## config.mk

```make
export PLATFORM = sky130hd
export DESIGN_NAME = pipe_cla_adder
export DESIGN_NICKNAME = d
export VERILOG_FILES = /design/src/rtl/pipe_cla_adder_pkg.sv /design/src/rtl/pipe_cla_adder_group4.sv /design/src/rtl/pipe_cla_adder.sv
export SDC_FILE = /design/constraint.sdc
export NUM_CORES = 1
export LEC_CHECK = 0
export BUFFER_PORTS_ARGS = -buffer_cell sky130_fd_sc_hd__buf_2
export CAP_MARGIN = 10
export CORE_MARGIN = 2
export CORE_UTILIZATION = 57
export CTS_CLUSTER_DIAMETER = 150
export DETAILED_ROUTE_END_ITERATION = 7
export GPL_TIMING_DRIVEN = 0
export MAX_ROUTING_LAYER = met4
export PLACE_DENSITY = 0.79
export SLEW_MARGIN = 30
export SYNTH_ARGS = -nofsm -noshare
export SYNTH_HDL_FRONTEND = slang
export SYNTH_SLANG_ARGS = --single-unit
```

## constraint.sdc

```tcl
create_clock -name clk -period 2.9 [get_ports clk]
set_input_delay 0.435 -clock clk [delete_from_list [all_inputs] [get_ports clk]]
set_output_delay 0.435 -clock clk [all_outputs]
set_load 0.005 [all_outputs]
```

## src/rtl/pipe_cla_adder_pkg.sv

```systemverilog
// Shared constants and helpers for the pipelined carry-lookahead adder.
package pipe_cla_adder_pkg;

    localparam int GROUP = 4;

    // Pipeline depth: one stage per GPS look-ahead groups.
    function automatic int cla_latency(input int width, input int gps);
        return width / (GROUP * gps);
    endfunction

endpackage

```

## src/rtl/pipe_cla_adder_group4.sv

```systemverilog
// 4-bit carry-lookahead group: generate/propagate, look-ahead carries, group sum.
module cla_group4
    import pipe_cla_adder_pkg::*;
(
    input  logic [GROUP-1:0] a_i,
    input  logic [GROUP-1:0] b_i,
    input  logic             c_i,
    output logic [GROUP-1:0] s_o,
    output logic             c_o
);

    logic [3:0] g;
    logic [3:0] p;
    logic [4:0] c;

    assign g = a_i & b_i;
    assign p = a_i | b_i;

    assign c[0] = c_i;
    assign c[1] = g[0] | (p[0] & c[0]);
    assign c[2] = g[1] | (p[1] & g[0]) | (p[1] & p[0] & c[0]);
    assign c[3] = g[2] | (p[2] & g[1]) | (p[2] & p[1] & g[0]) | (p[2] & p[1] & p[0] & c[0]);
    assign c[4] = g[3] | (p[3] & g[2]) | (p[3] & p[2] & g[1]) | (p[3] & p[2] & p[1] & g[0])
                | (p[3] & p[2] & p[1] & p[0] & c[0]);

    // p is an OR, so the sum must use the XOR of the operands, not p.
    assign s_o = a_i ^ b_i ^ c[3:0];
    assign c_o = c[4];

endmodule

```

## src/rtl/pipe_cla_adder.sv

```systemverilog
// Pipelined CLA adder/subtractor: GPS groups resolved per stage, global stall.
module pipe_cla_adder
    import pipe_cla_adder_pkg::*;
#(
    parameter int WIDTH = 16,
    parameter int GPS   = 1
) (
    input  logic             clk,
    input  logic             rst,
    input  logic             in_valid,
    output logic             in_ready,
    input  logic [WIDTH-1:0] a,
    input  logic [WIDTH-1:0] b,
    input  logic             cin,
    input  logic             sub,
    output logic             out_valid,
    input  logic             out_ready,
    output logic [WIDTH-1:0] sum,
    output logic             cout,
    output logic             ovf
);

    localparam int SW = GROUP * GPS;
    localparam int L  = cla_latency(WIDTH, GPS);

    if (GPS < 1 || WIDTH < SW || (WIDTH % SW) != 0) begin : g_param_err
        $error("pipe_cla_adder: WIDTH must be a non-zero multiple of 4*GPS");
    end

    logic stall;
    logic ovf_d;
    logic ovf_q;

    // Each stage carries only the still-unresolved operand bits above it and
    // the sum bits already resolved below it.
    for (genvar k = 0; k < L; k++) begin : g_st
        localparam int LO = k * SW;

        logic                 v_in;
        logic                 c_in;
        logic [WIDTH-1:LO]    a_in;
        logic [WIDTH-1:LO]    bx_in;
        logic [GPS:0]         cc;
        logic [SW-1:0]        gs;
        logic [LO+SW-1:0]     s_d;
        logic [LO+SW-1:0]     s_q;
        logic                 vld_q;
        logic                 c_q;

        if (k == 0) begin : g_src
            // Subtraction is A + ~B + 1; cin only matters for addition.
            assign v_in  = in_valid & in_ready;
            assign a_in  = a;
            assign bx_in = sub ? ~b : b;
            assign c_in  = sub | cin;
            assign s_d   = gs;
        end else begin : g_src
            assign v_in  = g_st[k-1].vld_q;
            assign a_in  = g_st[k-1].g_fwd.a_q;
            assign bx_in = g_st[k-1].g_fwd.bx_q;
            assign c_in  = g_st[k-1].c_q;
            assign s_d   = {gs, g_st[k-1].s_q};
        end

        assign cc[0] = c_in;

        for (genvar i = 0; i < GPS; i++) begin : g_grp
            cla_group4 u_grp (
                .a_i (a_in[LO+GROUP*i +: GROUP]),
                .b_i (bx_in[LO+GROUP*i +: GROUP]),
                .c_i (cc[i]),
                .s_o (gs[GROUP*i +: GROUP]),
                .c_o (cc[i+1])
            );
        end

        // Stage valid, carry and resolved sum bits; frozen while stalled.
        always_ff @(posedge clk) begin
            if (rst) begin
                vld_q <= 1'b0;
                c_q   <= 1'b0;
                s_q   <= '0;
            end else if (!stall) begin
                vld_q <= v_in;
                c_q   <= cc[GPS];
                s_q   <= s_d;
            end
        end

        if (k < L - 1) begin : g_fwd
            logic [WIDTH-1:LO+SW] a_q;
            logic [WIDTH-1:LO+SW] bx_q;

            // Forward the operand bits later stages still need.
            always_ff @(posedge clk) begin
                if (rst) begin
                    a_q  <= '0;
                    bx_q <= '0;
                end else if (!stall) begin
                    a_q  <= a_in[WIDTH-1:LO+SW];
                    bx_q <= bx_in[WIDTH-1:LO+SW];
                end
            end
        end
    end

    // Carry into the MSB is recovered from the MSB sum bit and its operands.
    assign ovf_d = g_st[L-1].a_in[WIDTH-1] ^ g_st[L-1].bx_in[WIDTH-1]
                 ^ g_st[L-1].s_d[WIDTH-1] ^ g_st[L-1].cc[GPS];

    // Signed-overflow flag registered alongside the final stage.
    always_ff @(posedge clk) begin
        if (rst) begin
            ovf_q <= 1'b0;
        end else if (!stall) begin
            ovf_q <= ovf_d;
        end
    end

    // Reset overrides backpressure so in_ready stays high during reset.
    assign stall     = g_st[L-1].vld_q & ~out_ready & ~rst;
    assign in_ready  = ~stall;
    assign out_valid = g_st[L-1].vld_q;
    assign sum       = g_st[L-1].s_q;
    assign cout      = g_st[L-1].c_q;
    assign ovf       = ovf_q;

endmodule
```

==> results.py, run 1 <==
metrics = {
    "yosys": {
        "synth_top_flop_cell": "dfxtp_1",
        "syn_area_per_cell_um2": 8.68,
        "synth_nets": 578,
        "yosysSeqAreaShare": 0.444,
        "synthCells": 504,
        "ys_seq_elements": 97,
        "ys_warn_count": 0,
        "synth_edf_count": 0,
        "async_flop_share": 0,
        "ys_types": 41,
        "netlist_area_um2": 4380,
    },
    "layout": {
        "syn_to_final_growth_pct": 13.2,
        "final_cells": 674,
        "fillers": 583,
        "final_common_cell": "nand2_1",
        "drive_gt1_frac": 0.155,
        "num_antenna_cells": 0,
        "final_cell_mix": "nand2_1, dfxtp_1, buf_2",
        "final_core_util": 0.676,
        "fin_area_um2": 4950,
        "nNetsFinal": 644,
        "multi_input_area_um2": 2130,
        "regArea_um2": 1940,
    },
    "placed_design": {
        "portBuffers": 55,
        "dp_hpwl_mm": 7.30,
        "dp_cells": 658,
        "pre_cts_slack_ps": 572,
        "detailed_place.area_um2": 4780,
        "gp_congestion": 0.860,
    },
    "power": {
        "power_density_nw_per_um2": 525,
        "ir_drop_mv": 0.256,
        "p_leak_nw": 2.14,
        "design_power_total_mw": 2.60,
    },
    "clocking": {
        "clockBufferDepth": 2,
        "cts_resized": 0,
        "htree_levels": 3,
        "cts_buffers": 9,
        "hold_buffers": 0,
        "cts_tree": "yes",
        "post_cts_buffers": 0,
        "root_buffer": "clkbuf_8",
        "insertion_delay_ps": 370,
        "cts_num_sinks": 97,
        "cts.clk_slew.worst_paths_ps": 100,
    },
    "setup_path": {
        "critPathArrivalTime_ps": 1690,
        "crit_path_end_kind": "output pin",
        "worst-path-max-fanout": 10,
        "cp_slowest_cell": "nor3b_4",
        "cp_num_buf_inv": 2,
        "ff2ff_path_depth": 6,
        "crit_chain": "nor3b_4 > inv_1 > buf_2",
        "crit_family": "simple AND/OR/NAND/NOR gates",
        "start_kind": "flop",
        "critPathMaxStageDelay_ps": 490,
        "required_ps": 2470,
        "critical_path_class": "reg2out",
        "worst-path-stages": 3,
    },
    "floorplan": {
        "io_pins": 58,
        "die_x_um": 91.6,
        "core_um2": 7330,
        "die-area_um2": 8400,
        "start_util": 0.597,
        "die_h_um": 91.6,
        "fp-row-count": 31,
    },
    "route": {
        "drt-wirelength-per-cell_um": 14.3,
        "firstDrtPassIters": 5,
        "drt-total-wl_mm": 9.65,
        "num_vias": 3648,
        "drtIter0Drc": 295,
        "drtAntennaViolNets": 0,
        "via_per_inst": 5.41,
        "drc": 0,
    },
    "timing": {
        "finalClockSkew_ps": 12.7,
        "whs_ps": 254,
        "setup_viol": 0,
        "slew_headroom": 0.580,
        "fin_tns_setup_ps": 0,
        "period_needed_ps": 2130,
        "fin_ws_ps": 773,
        "final-hold-violation-count": 0,
        "fmax_mhz": 470,
        "period_share": 0.733,
        "finalMaxSlewViolations": 0,
        "worstMarginPinSlew_ps": 627,
        "rsz0062_at_grt": "no",
    },
    "min_path": {
        "hp-class": "in2reg",
        "min_path_cells": 3,
    },
    "grt": {
        "gr-total-overflow": 0,
        "use_met1": 0.321,
        "antenna_found_initial": 0,
        "grt_pass1_wl_mm": 16.1,
        "grt_max_degree": 18,
        "use_met2": 0.401,
        "grt.busiest_layer": "met2",
        "met3_usage": 0.0288,
        "grtUsageTotal": 0.249,
        "grt_pass1_vias": 3500,
    },
    "outcome": {
        "status": "completed",
    },
    "job": {
        "max_cap_violations": 0,
    },
}
[Yosys cell counts, drive strengths merged (2+ instances only)]
cell      n  area (µm²)
nand2   116         435
dfxtp    97        1940
a21oi    53         265
inv      39         146
ha       32         400
a22o     22         193
buf      21         119
xor2     16         140
nor2     15        61.3
clkbuf   10        37.5
o21ai    10        50.1
nand3     9        45.0
nor3      7        35.0
a211oi    6        45.0
nand2b    5        31.3
a31oi     4        25.0
fa        4        80.1
nor2b     4        25.0
o21bai    4        30.0
xnor2     4        35.0
a221oi    3        26.3
nor4b     3        26.3
o211ai    3        22.5
o311ai    3        26.3
and3      2        12.5
nand4     2        12.5
nor3b     2        26.3
[report_power, final]
part	internal (mW)	total (mW)	switching (mW)	leakage, nW
clock network	0.321	0.819	0.498	0.0835
registers	1.42	1.47	0.0535	0.797
logic	0.143	0.312	0.170	1.26
[path summary, 6_finish.rpt]
kind	slack, ps	endpoint	start
setup reg to reg	1140	ovf	g_st[2].g_fwd.a_q[12]
setup / recovery	770	in_ready	out_valid
hold reg to reg	460	sum[8]	sum[8]
hold / removal	250	g_st[0].g_fwd.a_q[5]	a[5]
[layer usage]
metal	up-vias	share of wire
li1	1809	-
met1	1729	0.46
met2	100	0.48
met3	10	0.047
met4	0	0.013
met5	-	0
[kinds of logic (layout without fill, tap and decap cells)]
kind of cell             count (synthesis)  count (layout)  synth area share
AND/OR/NAND/NOR                        168             168             0.168
AO/OA/AOI/OAI                          112             112             0.167
flip-flops                              97              97             0.444
buffers and inverters                   70             141            0.0692
adder cells (fa/ha/maj)                 36              36             0.110
XOR/XNOR                                20              20            0.0400
multiplexers                             1               1           0.00229
[cell type report]
| type | instances | area share |
|---|---|---|
| multi-input combinational | 337 | 0.430 |
| sequential | 97 | 0.392 |
| timing repair buffer | 55 | 0.0556 |
| buffer | 31 | 0.0316 |
| inverter | 39 | 0.0296 |
| clock buffer | 10 | 0.0258 |
| tap | 99 | 0.0250 |
| clock inverter | 6 | 0.0101 |
[registers in the layout, indices dropped and copies added (netlist names)]
register,count
ovf,1
cout,1
g_st.s_q,24
g_st.c_q,3
g_st.g_fwd.bx_q,24
sum,16
out_valid,1
g_st.vld_q,3
g_st.g_fwd.a_q,24
[tightest hold or removal path, delay by kind of cell]
family | cells | cell delay [ps]
buffers and inverters | 1 | 70
AO/OA/AOI/OAI | 1 | 50
AND/OR/NAND/NOR | 1 | 30
Power figures use the tool's default switching activity.
==> run 2: changes to the inputs <==
--- a/config.mk
+++ b/config.mk
@@ -8,12 +8,12 @@
 export BUFFER_PORTS_ARGS = -buffer_cell sky130_fd_sc_hd__buf_2
 export CAP_MARGIN = 10
 export CORE_MARGIN = 2
-export CORE_UTILIZATION = 57
+export CORE_UTILIZATION = 52
 export CTS_CLUSTER_DIAMETER = 150
 export DETAILED_ROUTE_END_ITERATION = 7
 export GPL_TIMING_DRIVEN = 0
 export MAX_ROUTING_LAYER = met4
-export PLACE_DENSITY = 0.79
+export PLACE_DENSITY = 0.76
 export SLEW_MARGIN = 30
 export SYNTH_ARGS = -nofsm -noshare
 export SYNTH_HDL_FRONTEND = slang
==> constraint.sdc (replaced) <==
create_clock -name clk -period 1.9 [get_ports clk]
set_input_delay 0.285 -clock clk [delete_from_list [all_inputs] [get_ports clk]]
set_output_delay 0.285 -clock clk [all_outputs]
set_load 0.005 [all_outputs]
==> run 2 against run 1 <==
Net effect:
- via count decreased by 0.49%
- die area increased by 9.2%
- critical path depth increased by 3
- setup slack got worse by 610 ps
- total power increased by 61%
- cell count increased by 0.89%
- sequential share of layout area decreased by 0.46 points
- highest routed layer unchanged
- clock power increased by 79%
- non-clock buffer count increased by 1
- hold slack got worse by 140 ps
- sequential cell count unchanged
==> results.py, run 2 (synthesized netlist as in run 1, its figures left out) <==
metrics = {
    "layout": {
        "top_regs": "g_st.g_fwd.a_q x24, g_st.g_fwd.bx_q x24, g_st.s_q x24",
        "syn_to_final_growth_pct": 14.5,
        "final_cell_mix": "nand2_1, dfxtp_1, buf_2",
        "final_common_cell": "nand2_1",
        "nNetsFinal": 645,
        "num_antenna_cells": 0,
        "final_cells": 680,
        "drive_gt1_frac": 0.157,
    },
    "grt": {
        "grtUsageTotal": 0.239,
        "antenna_found_initial": 0,
        "grt_pass1_vias": 3467,
        "grt_max_degree": 17,
        "gr-total-overflow": 0,
        "grt_pass1_wl_mm": 16.4,
    },
    "timing": {
        "setup_viol": 0,
        "rsz0062_at_grt": "no",
        "fmax_mhz": 574,
        "fin_tns_setup_ps": 0,
        "period_share": 0.916,
        "period_needed_ps": 1740,
        "final-hold-violation-count": 0,
        "finalClockSkew_ps": 13.7,
        "worstMarginPinSlew_ps": 630,
        "finalMaxSlewViolations": 0,
        "slew_headroom": 0.578,
    },
    "placed_design": {
        "dp_hpwl_mm": 7.43,
        "portBuffers": 55,
        "gp_congestion": 0.850,
        "dp_cells": 664,
    },
    "route": {
        "firstDrtPassIters": 5,
        "drtAntennaViolNets": 0,
        "num_vias": 3630,
        "drt-total-wl_mm": 9.81,
        "via_per_inst": 5.34,
        "drc": 0,
        "drtIter0Drc": 225,
        "drt-wirelength-per-cell_um": 14.4,
    },
    "power": {
        "p_sw_frac": 0.255,
        "p_switching_mw": 1.07,
        "power_density_nw_per_um2": 837,
        "power_frac_comb": 0.114,
        "p_leak_nw": 2.18,
        "p_int_mw": 3.13,
        "seqPwrFrac": 0.535,
        "clkPwrFrac": 0.351,
        "ir_drop_mv": 0.396,
    },
    "setup_path": {
        "critical_path_class": "reg2reg",
        "crit_path_end_kind": "flop",
        "start_kind": "flop",
        "required_ps": 2150,
        "critPathArrivalTime_ps": 1990,
        "worst-path-max-fanout": 5,
    },
    "clocking": {
        "cts.clk_slew.worst_paths_ps": 90,
        "hold_buffers": 0,
        "root_buffer": "clkbuf_8",
        "insertion_delay_ps": 360,
        "cts_buffers": 9,
        "post_cts_buffers": 1,
        "htree_levels": 3,
        "cts_tree": "yes",
        "cts_resized": 0,
        "cts_num_sinks": 97,
        "clockBufferDepth": 2,
    },
    "floorplan": {
        "die_x_um": 95.7,
        "die_h_um": 95.7,
        "start_util": 0.535,
        "core_um2": 8180,
        "fp-row-count": 33,
        "io_pins": 58,
        "die-area_um2": 9170,
    },
    "job": {
        "max_cap_violations": 0,
    },
    "min_path": {
        "hp-class": "in2reg",
    },
    "outcome": {
        "status": "completed",
    },
}
run 2: final timing paths:
check | to | cells after the start | startpoint | slack (ps)
setup / recovery | ovf | 6 | g_st[2].g_fwd.a_q[12] | 160
hold reg to reg | sum[10] | 2 | sum[10] | 450
setup reg to reg | ovf | 6 | g_st[2].g_fwd.a_q[12] | 160
hold / removal | g_st[0].g_fwd.a_q[4] | 3 | a[4] | 120
run 2: cell type report:
cell class	count	area [µm²]
clock inverter	6	91.3
sequential	97	1940
multi-input combinational	337	2130
inverter	39	146
tap	105	131
clock buffer	9	124
fill	717	3160
timing repair buffer	56	283
buffer	31	163
run 2: worst max-delay path, cell delays in order (launching register included):
cell,delay [ps]
dfxtp_1,370
inv_1,90
ha_1,200
nand2b_1,150
a211oi_1,540
or4b_1,210
nand3_1,70
run 2: through the flow:
step,worst slack [ps],hold slack (ps),area [µm²],utilization,total power [mW]
after floorplan,22.1,394,4380,-,2.60
after global placement,-81.1,437,4790,0.586,2.75
after detailed placement,-172,441,4790,0.586,2.77
after CTS,170,109,5010,0.613,4.21
after global routing,55.0,115,5010,0.613,4.38
final,159,118,5010,0.613,4.20
run 2: power groups by stage:
stage                     logic (mW)  registers [mW]  clock network (mW)
after global routing           0.547            2.26                1.57
after detailed placement       0.478            2.29                   0
after floorplan                0.331            2.26                   0
after CTS                      0.481            2.25                1.49
final                          0.479            2.25                1.47
after global placement         0.458            2.29                   0
run 2: per-layer routing:
layer	global-route usage	wire length [µm]
met5	-	0
met4	0.0917	216
met3	0.0368	503
met2	0.382	4600
met1	0.306	4480
